===== config.mk =====
export PLATFORM = sky130hd
export DESIGN_NAME = alu_operand_loader
export DESIGN_NICKNAME = d
export VERILOG_FILES = /design/src/rtl/alu_operand_loader.sv
export SDC_FILE = /design/constraint.sdc
export NUM_CORES = 1
export LEC_CHECK = 0
export CORE_MARGIN = 8
export CORE_UTILIZATION = 25
export CTS_BUF_LIST = sky130_fd_sc_hd__clkbuf_4 sky130_fd_sc_hd__clkbuf_8 sky130_fd_sc_hd__clkbuf_16
export CTS_CLUSTER_DIAMETER = 50
export DETAILED_ROUTE_END_ITERATION = 10
export GPL_TIMING_DRIVEN = 0
export PLACE_DENSITY_LB_ADDON = 0.1
export SLEW_MARGIN = 10
export SYNTH_ARGS = -nofsm -noshare
export SYNTH_HDL_FRONTEND = slang
export SYNTH_SLANG_ARGS = --single-unit

===== constraint.sdc =====
create_clock -name clk -period 2 [get_ports clk]
set_input_delay 0.3 -clock clk [delete_from_list [all_inputs] [get_ports clk]]
set_output_delay 0.3 -clock clk [all_outputs]
set_load 0.05 [all_outputs]

===== src/rtl/alu_operand_loader.sv =====
// Operand loader for the 4-bit ALU: gathers A, B and opcode beats with odd parity,
// holds the completed frame with E asserted until the consumer takes it.
module alu_operand_loader #(
  parameter int unsigned TIMEOUT = 255,
  parameter bit          CHK_PAR = 1'b1
) (
  input  logic       clk,
  input  logic       rst,
  input  logic [3:0] din,
  input  logic       din_par,
  input  logic       din_valid,
  output logic       din_ready,
  output logic [3:0] a,
  output logic [3:0] b,
  output logic [3:0] op,
  output logic       E,
  input  logic       out_ready,
  output logic       par_err,
  output logic       tmo,
  output logic       err_sticky,
  input  logic       err_clr,
  output logic [7:0] frm_cnt,
  output logic [1:0] dbgState
);

  // Handshake: a beat transfers on a rising edge where din_valid & din_ready,
  // the frame transfers where E & out_ready; neither ready depends on its valid.
  typedef enum logic [1:0] {LD_A = 2'd0, LD_B = 2'd1, LD_OP = 2'd2, PRESENT = 2'd3} stateT;

  localparam logic [8:0] TMO_LIM = 9'(TIMEOUT);

  stateT      state, stateNext;
  logic [7:0] idleCnt, idleNext;
  logic [8:0] idleInc;
  logic       parOk, beatFire, beatGood, parBad, timeoutHit, frameTake;

  assign din_ready = (state != PRESENT);
  assign E         = (state == PRESENT);
  assign dbgState  = state;

  always_comb begin
    parOk      = (^{din, din_par}) | ~CHK_PAR;
    beatFire   = din_valid & din_ready;
    beatGood   = beatFire & parOk;
    parBad     = beatFire & ~parOk;
    frameTake  = E & out_ready;
    idleInc    = {1'b0, idleCnt} + 9'd1;
    idleNext   = 8'd0;
    timeoutHit = 1'b0;
    // Only a partial frame waiting on its next beat can stall out.
    if ((state == LD_B || state == LD_OP) && !beatFire) begin
      if (idleInc >= TMO_LIM) timeoutHit = 1'b1;
      else                    idleNext   = idleInc[7:0];
    end
  end

  always_comb begin
    stateNext = state;
    case (state)
      LD_A:    if (parBad) stateNext = LD_A;
               else if (beatGood) stateNext = LD_B;
      LD_B:    if (parBad || timeoutHit) stateNext = LD_A;
               else if (beatGood) stateNext = LD_OP;
      LD_OP:   if (parBad || timeoutHit) stateNext = LD_A;
               else if (beatGood) stateNext = PRESENT;
      PRESENT: if (frameTake) stateNext = LD_A;
      default: stateNext = LD_A;
    endcase
  end

  always_ff @(posedge clk) begin
    if (rst) begin
      state      <= LD_A;
      idleCnt    <= 8'd0;
      a          <= 4'd0;
      b          <= 4'd0;
      op         <= 4'd0;
      par_err    <= 1'b0;
      tmo        <= 1'b0;
      err_sticky <= 1'b0;
      frm_cnt    <= 8'd0;
    end else begin
      state   <= stateNext;
      idleCnt <= idleNext;
      par_err <= parBad;
      tmo     <= timeoutHit;
      if (beatGood) begin
        case (state)
          LD_A:    a  <= din;
          LD_B:    b  <= din;
          LD_OP:   op <= din;
          default: ;
        endcase
      end
      // A new error outranks a simultaneous clear.
      if (parBad || timeoutHit) err_sticky <= 1'b1;
      else if (err_clr)         err_sticky <= 1'b0;
      if (frameTake) frm_cnt <= frm_cnt + 8'd1;
    end
  end

endmodule


; ---- Yosys cells after proc, flatten, opt, wreduce, memory -nomap -nowiden
; Index checks and enable logic that the tools add are counted.
[word_totals]
reg_bits = 33
latch_bits = 0
mem_bits_rw = 0
mem_bits_ro = 0
in_bits = 10
output_inout_bits = 27
word_cells = 50
mem_count = 0
[op_classes]
n_addsub = 2
n_mul = 0
div = 0
order_cmp = 1
n_eq_ne = 8
n_shift = 0
n_mux = 12
bitwise = 6
reduce_logical = 12
[op_table]
columns = op, n
row1 = 2-bit two-way mux, 7
row2 = 8-bit by 1-bit adder with 9-bit output (second input constant), 1
row3 = 9-bit by 8-bit >= comparator with 1-bit output (second input constant), 1
row4 = 8-bit by 1-bit adder with 8-bit output (second input constant), 1
row5 = 2-bit one-hot mux with 4 select lines, 1
row6 = 3-bit by 2-bit inequality test with 1-bit output (second input constant), 2
row7 = 2-bit AND reduction, 3
row8 = 5-bit parity, 1
row9 = 1-bit bitwise AND, 4
row10 = 2-bit == test (second input constant), 2
row11 = 1-bit two-way mux, 4
row12 = 4-bit AND reduction, 1
row13 = 3-bit inequality test (second input constant), 1
row14 = 3-bit OR reduction, 1
row15 = 2-bit by 1-bit == test with 1-bit output (second input constant), 1
row16 = 2-bit logical NOT, 1
row17 = 1-bit logical OR, 2
row18 = 2-bit by 1-bit inequality test with 1-bit output (second input constant), 1
row19 = 2-bit inequality test (second input constant), 1
row20 = 1-bit inverter, 2
row21 = 2-bit nonzero test, 1
row22 = 1-bit logical AND, 1
row23 = 1-bit logical NOT, 1

; ---- Logic depth before layout (Yosys ltp)
; Gate-level depths: netlist of run 1.
[logic_depth]
word_depth = 8
depth_mapped = 9
ltp_nobuf = 8

; ---- Least setup slack after synthesis of run 1
; OpenSTA, ideal clock, no wires.
[synth_path]
path_kind = register -> register
startpoint = reg state[1], in the netlist dbgState[1]
endpoint = reg state[1], in the netlist dbgState[1]
setup_time_ps = 130
t_arrival_ps = 2623
t_required_ps = 1870
slack_ps = -753
path_stages_with_launch = 8
n_path_buf = 0
period_less_slack_ps = 2753
cell_sequence = dfxtp_1 -> ha_1 -> inv_1 -> nand2_1 -> nand2_1 -> or4_4 -> o2111ai_1 -> a211oi_1
[synth_between]
word_cells_on_any_way = 23
classes_between = eq/ne (8) / mux (5) / bitwise (4) / reduce/logical (6)
[synth_rtl]
columns = element, line
row1 = from (decl), 32  ; stateT state, stateNext;
row2 = from (signal assigned), 83  ; state <= stateNext;
row3 = 2-bit == test (*), 38  ; assign E = (state == PRESENT);
row4 = net E, 16  ; output logic E,
row5 = 1-bit bitwise AND, 46  ; frameTake = E & out_ready;
row6 = 2-bit by 1-bit inequality test with 1-bit output (no line), -
row7 = 4-bit AND reduction (no line), -
; The timed path passes the listed nets; every way through them passes the cells marked *.
; A chain may end at the register's enable or synchronous reset.

; ---- Worst setup path after layout of run 1
[layout_path]
startpoint = reg idleCnt[0]
endpoint = reg state[1], in the netlist dbgState[1]
[layout_between]
elab_chain_len = 7
word_cells_on_any_way = 11
classes_between = add/sub (1) / order compare (1) / eq/ne (2) / mux (5) / reduce/logical (2)
[layout_rtl]
columns = element, line
row1 = from (decl), 33  ; logic [7:0] idleCnt, idleNext;
row2 = from (signal assigned), 84  ; idleCnt <= idleNext;
row3 = 8-bit by 1-bit adder with 9-bit output (*), 47  ; idleInc = {1'b0, idleCnt} + 9'd1;
row4 = 9-bit by 8-bit >= comparator with 1-bit output (*), 52  ; if (idleInc >= TMO_LIM) timeoutHit = 1'b1;
row5 = 1-bit two-way mux (*), 52
row6 = 1-bit two-way mux (*), 51  ; if ((state == LD_B || state == LD_OP) && !beatFire) begin
row7 = 1-bit logical OR (*), "62, 64"
row8 = "3-bit by 2-bit inequality test with 1-bit output (no line), or another cell as far along", -
row9 = 4-bit AND reduction (no line) or 2-bit one-hot mux with 4 select lines (tied branches), -
; Every way passes the cells marked *; elsewhere a longest branch is shown, timed or not.

==> results.json, run 1 <==
{
  "dr.pass1.iters": 4,
  "n_antenna_cell": 0,
  "die-width_um": 94.5,
  "synth_enable_flop_cells": 0,
  "combPwrFrac_pct": 26.7,
  "p_per_area_nw_per_um2": 730,
  "fin_nets": 252,
  "synth-seq-cells": 33,
  "p_sw_share_pct": 33.8,
  "grt_pass1_vias": 1474,
  "finalCritPeriodShare_pct": 100,
  "cts_buffer_depth": 2,
  "relSlewSlack_pct": 65.3,
  "setup_viol": 1,
  "routed_wl_um": 4220,
  "num_rows": 28,
  "finalHoldViolations": 0,
  "cts.clk_slew.worst_paths_ns": 0.07,
  "drc": 0,
  "crit_fanout": 7,
  "outcome": "finished with violations",
  "path_cells": "buf_4 > ha_4 > a21oi_2 > a31oi_1 > o22a_1 > or4_4 > o2111ai_2 > a211oi_2",
  "wl_per_cell_um": 13.6,
  "syn_area_um2": 1540,
  "utilization_pct": 38.3,
  "grt_use_total_pct": 9.85,
  "crit_family": "compound AO/OA/AOI/OAI gates",
  "yosys.area.top_type": "dfxtp_1",
  "place_congestion": 0.764,
  "cts.htree.levels": 2,
  "numCtsBuffers": 5,
  "period_needed_ns": 2.01,
  "grt_max_degree": 12,
  "dieArea_um2": 8920,
  "synth_cell_types": 34,
  "die_h_um": 94.5,
  "pwr-share-seq_pct": 43.2,
  "syn_nets": 204,
  "slew_viol_final": 0,
  "violations": "negative setup slack",
  "dp_hpwl_um": 3000,
  "leakagePower_nw": 0.788,
  "ys_seq_area_share_pct": 42.9,
  "slowest_delay_ns": 0.56,
  "worst_ep_arrival_time_ns": 2.16,
  "crit_buf_inv": 1,
  "synth_cells": 187,
  "yosysTopAreaCellShare_pct": 42.9,
  "cts_tree": "built",
  "worst_slew_pin_slew_ns": 0.520,
  "synth.most_common_cell": "dfxtp_1",
  "detail_route.iter0.violations": 36,
  "yosys-top-cells-area": "dfxtp_1 43%, nand2_1 6.6%, a21oi_1 6.5%",
  "io_buffers": 35,
  "grt_setup_unrepaired": "true",
  "path_class": "flop to flop",
  "grt_pass1_wl_um": 6980,
  "p_switching_w": 0.000560,
  "synth_warnings": 0,
  "pre_cts_ws_ns": -0.471,
  "synth_area_per_cell_um2": 8.23,
  "num_vias": 1424,
  "core_area_um2": 5920,
  "cp_slowest_cell": "or4_4",
  "worst_clock_skew_ns": 0.00841,
  "crit_path_end_kind": "flop",
  "start_kind": "flop",
  "hold_slack_ns": 0.371,
  "synth_top_flop_cell": "dfxtp_1",
  "drive_above_1_share_pct": 18.2,
  "grt_antenna_before_repair": 0,
  "max_cap_violations": 0,
  "antenna_left": 0,
  "syn2layout_area_growth_pct": 47.4,
  "p_clk_share_pct": 30.1,
  "cts_sinks": 33,
  "ioPinCount": 37,
  "cts_root_buf": "clkbuf_8",
  "vias_per_cell": 4.58,
  "p_int_w": 0.00110,
  "vdd.ir_drop.worst_mv": 0.310,
  "initial_core_util_pct": 26.0,
  "fmax_mhz": 499,
  "synth.top_cells.by_count": "33 x dfxtp_1, 27 x nand2_1, 24 x nor2_1, 20 x a21oi_1, 15 x nand3_1",
  "insertion_delay_ns": 0.29,
  "async_flop_share_pct": 0,
  "hp-class": "primary input to flop",
  "cp_data_required_time_ns": 2.16,
  "worst_slack_ns": -0.00551,
  "grt-ovfl-total": 0
}
cell usage in the layout (no fill, tap or decap), types with 5 or more instances in the layout:
cell | netlist | routed
nor2_1 | 24 | 23
nand2_1 | 27 | 25
dfxtp_1 | 33 | 29
clkdlybuf4s50_1 | 0 | 32
nand3_1 | 15 | 15
clkbuf_8 | 0 | 5
a21oi_1 | 20 | 17
xor2_1 | 7 | 7
xnor2_1 | 6 | 5
buf_4 | 1 | 8
clkbuf_1 | 7 | 6
worst paths after layout:
path / start / end / slack [ns] / depth (start not counted)
min reg2reg: op[1] / op[1] / 0.46 / 2
max: idleCnt[0] / dbgState[1] / -0.006 / 8
max reg2reg: idleCnt[0] / dbgState[1] / -0.006 / 8
min: din[1] / a[1] / 0.37 / 3
kinds of logic (layout without fill, tap and decap cells):
kind of cell,count (synthesis),after routing,share of synthesized area [%]
mux,1,1,0.650
buf+inv,15,64,4.07
fa+ha+maj,7,7,5.69
compound gates,31,31,11.5
simple gates,86,86,26.3
flops,33,33,42.9
xor+xnor,14,14,8.86
layer usage:
metal	part of all wire (%)	wire, um	vias up	track usage (%)
met1	47	1970	658	11.7
li1	-	-	728	-
met5	0	0	-	0
met2	45	1900	30	15.7
met3	6.3	264	8	3.10
met4	1.9	82	0	5.07
stage by stage:
stage          total power, W  setup TNS [ns]  instances  area (um2)
5_1_grt               0.00176          -0.123        311        2270
6_report              0.00165        -0.00551        311        2270
4_1_cts               0.00167          -0.243        310        2200
3_5_place_dp          0.00113           -6.76        297        2020
3_3_place_gp          0.00113           -6.86        297        2020
2_1_floorplan        0.000998               0        187        1580
flip-flops by register name, indices dropped and copies added, names as in the netlist:
| name | flops |
|---|---|
| a | 4 |
| b | 4 |
| par_err | 1 |
| dbgState | 2 |
| op | 4 |
| frm_cnt | 8 |
| idleCnt | 8 |
| err_sticky | 1 |
| tmo | 1 |
power groups by stage:
stage,Sequential [W],Combinational [W],Clock [W]
finish,0.000715,0.000442,0.000498
global placement,0.000736,0.000390,0
global route,0.000722,0.000484,0.000554
floorplan,0.000825,0.000174,0
detailed placement,0.000736,0.000391,0
CTS,0.000717,0.000427,0.000523
tightest hold or removal path, delay by kind of cell:
family | cells | cell delay, ns
buffers and inverters | 1 | 0.17
AND/OR/NAND/NOR | 1 | 0.09
AO/OA/AOI/OAI | 1 | 0.05
final cells by class:
type,instances,area (um2)
Sequential cell,33,676
Tap cell,75,93.8
Multi-Input combinational cell,139,931
Inverter,5,22.5
Timing Repair Buffer,43,418
Fill cell,618,3650
Buffer,8,41.3
Clock inverter,3,17.5
Clock buffer,5,68.8
repair_timing:
| item | in CTS | in global routing |
|---|---|---|
| buffers inserted | 7 | 1 |
| gates resized for setup | 12 | 15 |
| endpoints found under the setup margin | 25 | 25 |
| cloned | 0 | 0 |
| hold buffers | 0 | 0 |
| pin swaps | 8 | 9 |
Note: power is estimated with default switching activity, not from simulation.
==> run 2, diff against run 1 <==
Settings changed: ABC_CLOCK_PERIOD_IN_PS set to 2000, CELL_PAD_IN_SITES_DETAIL_PLACEMENT set to 1, CELL_PAD_IN_SITES_GLOBAL_PLACEMENT set to 2.
==> run 2 against run 1 <==
Against the previous run:
- the flow still finishes with violations (negative setup slack)
- utilization is 0.30 points lower
- global-route usage is 0.98 points higher
- worst setup slack lost 0.089 ns
- register-to-register slack worse by 0.09 ns
- first-iteration DRC count rose by 28%
- power grew 0.88%
- sequential share of layout area is 0.23 points higher
- cell count shrank 0.96%
- hold slack improved by 0.0096 ns
- critical path depth did not move
- cell area down 0.77%
- critical path type unchanged
- largest cell class unchanged
==> results.json, run 2 (same netlist as run 1, synthesis figures left out) <==
{
  "insertion_delay_ns": 0.29,
  "crit_path_end_kind": "flop",
  "leakagePower_nw": 0.782,
  "dp_cells": 297,
  "slew_viol_final": 0,
  "fmax_mhz": 477,
  "layout_common_cells": "31 x clkdlybuf4s50_1, 29 x dfxtp_1, 25 x nand2_1",
  "syn2layout_area_growth_pct": 46.3,
  "regArea_um2": 676,
  "grt_setup_unrepaired": "true",
  "grt_pass1_vias": 1523,
  "violations": "negative setup slack",
  "r2r_cells": 8,
  "p_switching_w": 0.000577,
  "core_area_um2": 5920,
  "initial_core_util_pct": 26.0,
  "dr_wl_met3_um": 289,
  "final_cells": 308,
  "period_needed_ns": 2.09,
  "p_per_area_nw_per_um2": 742,
  "die-width_um": 94.5,
  "cts.clk_slew.worst_paths_ns": 0.07,
  "fin_nets": 249,
  "worst_ep_arrival_time_ns": 2.25,
  "path_class": "flop to flop",
  "grt_pass1_wl_um": 7540,
  "relSlewSlack_pct": 65.0,
  "cts_sinks": 33,
  "grt_antenna_before_repair": 0,
  "grt_max_degree": 12,
  "wl_per_cell_um": 14.9,
  "vdd.ir_drop.worst_mv": 0.369,
  "finalInstanceArea_um2": 2250,
  "die_h_um": 94.5,
  "io_buffers": 35,
  "hp-class": "primary input to flop",
  "holdBufCountCts": 0,
  "num_vias": 1426,
  "crit_fanout": 5,
  "detail_route.iter0.violations": 46,
  "worst_slew_pin_slew_ns": 0.524,
  "pwr-share-seq_pct": 42.9,
  "setup_viol": 3,
  "finalCritPeriodShare_pct": 105,
  "holdPathStages": 3,
  "max_cap_violations": 0,
  "fill_cells": 695,
  "outcome": "finished with violations",
  "vias_per_cell": 4.63,
  "p_int_w": 0.00109,
  "drive_above_1_share_pct": 17.2,
  "finalHoldViolations": 0,
  "start_kind": "flop",
  "dieArea_um2": 8920,
  "cts_tree": "built",
  "n_antenna_cell": 0,
  "top_layer_used": "met4",
  "drc": 0,
  "combPwrFrac_pct": 27.1,
  "grt_use_total_pct": 10.8,
  "cts_buffer_depth": 2,
  "reg_top3": "frm_cnt x8, idleCnt x8",
  "cp_data_required_time_ns": 2.16,
  "p_sw_share_pct": 34.6,
  "multi_input_area_um2": 933,
  "wl_met2_um": 2130,
  "worst_clock_skew_ns": 0.00479,
  "place_congestion": 0.816,
  "p_clk_share_pct": 30.0,
  "routed_wl_um": 4590,
  "dpl-instance-area_um2": 2020,
  "antenna_left": 0,
  "utilization_pct": 38.0,
  "worst_slack_ns": -0.0948,
  "num_rows": 28,
  "final_common_cell": "clkdlybuf4s50_1",
  "drt-met1-wl_um": 2110,
  "grt-ovfl-total": 0,
  "cts_root_buf": "clkbuf_8",
  "dp_hpwl_um": 3550,
  "dr.pass1.iters": 4,
  "cts.htree.levels": 2,
  "ioPinCount": 37,
  "numCtsBuffers": 5
}
run 2: cell types whose count changed in the layout (fill, tap and decap cells not counted), sizes merged:
| cell | previous run | this run |
|---|---|---|
| clkdlybuf4s50 | 32 | 31 |
| dlymetal6s2s | 2 | 3 |
| buf | 10 | 7 |
run 2: path summary, 6_finish.rpt:
path | endpoint | from | slack (ns)
max | dbgState[1] | idleCnt[0] | -0.09
min | a[3] | din[3] | 0.38
min reg2reg | op[2] | op[2] | 0.46
max reg2reg | dbgState[1] | idleCnt[0] | -0.09
run 2: critical path: stages (launching register included):
cell and delay, ns:
dfxtp_4 0.35, buf_6 0.12, buf_6 0.12, and4_4 0.15, nor4_4 0.32, a21oi_2 0.10
or4_4 0.59, o2111ai_4 0.10, a211oi_2 0.10
run 2: area by class of cell:
type                            count  area share, %
Buffer                              8           1.67
Clock buffer                        5           3.06
Clock inverter                      3          0.778
Inverter                            5           1.00
Multi-Input combinational cell    139           41.5
Sequential cell                    33           30.0
Tap cell                           75           4.17
Timing Repair Buffer               40           17.8
run 2: what timing repair did:
action | 4_1_cts | 5_1_grt
setup endpoints to repair | 25 | 22
setup buffers | 3 | 2
pin swaps | 5 | 6
gates resized for setup | 18 | 10
run 2: per-stage QoR:
stage / TNS, ns / hold WS (ns) / setup WS, ns / total power, W
after floorplan: 0 / 0.446 / 0.00594 / 0.000998
after global placement: -7.36 / 0.444 / -0.561 / 0.00113
after detailed placement: -8.29 / 0.452 / -0.575 / 0.00113
after CTS: -0.340 / 0.462 / -0.146 / 0.00168
after global routing: -0.462 / 0.381 / -0.165 / 0.00177
final: -0.205 / 0.380 / -0.0948 / 0.00167
run 2: routing by layer:
layer | vias up | track usage, %
li1 | 719 | -
met1 | 678 | 12.9
met2 | 23 | 17.3
met3 | 6 | 4.29
met4 | 0 | 3.77
met5 | - | 0
run 2: power groups by stage:
stage               sequential (W)  combinational, W  clock (W)
finish                    0.000716          0.000452   0.000502
global route              0.000721          0.000489   0.000562
CTS                       0.000717          0.000445   0.000516
detailed placement        0.000735          0.000400          0
global placement          0.000732          0.000395          0
floorplan                 0.000825          0.000174          0
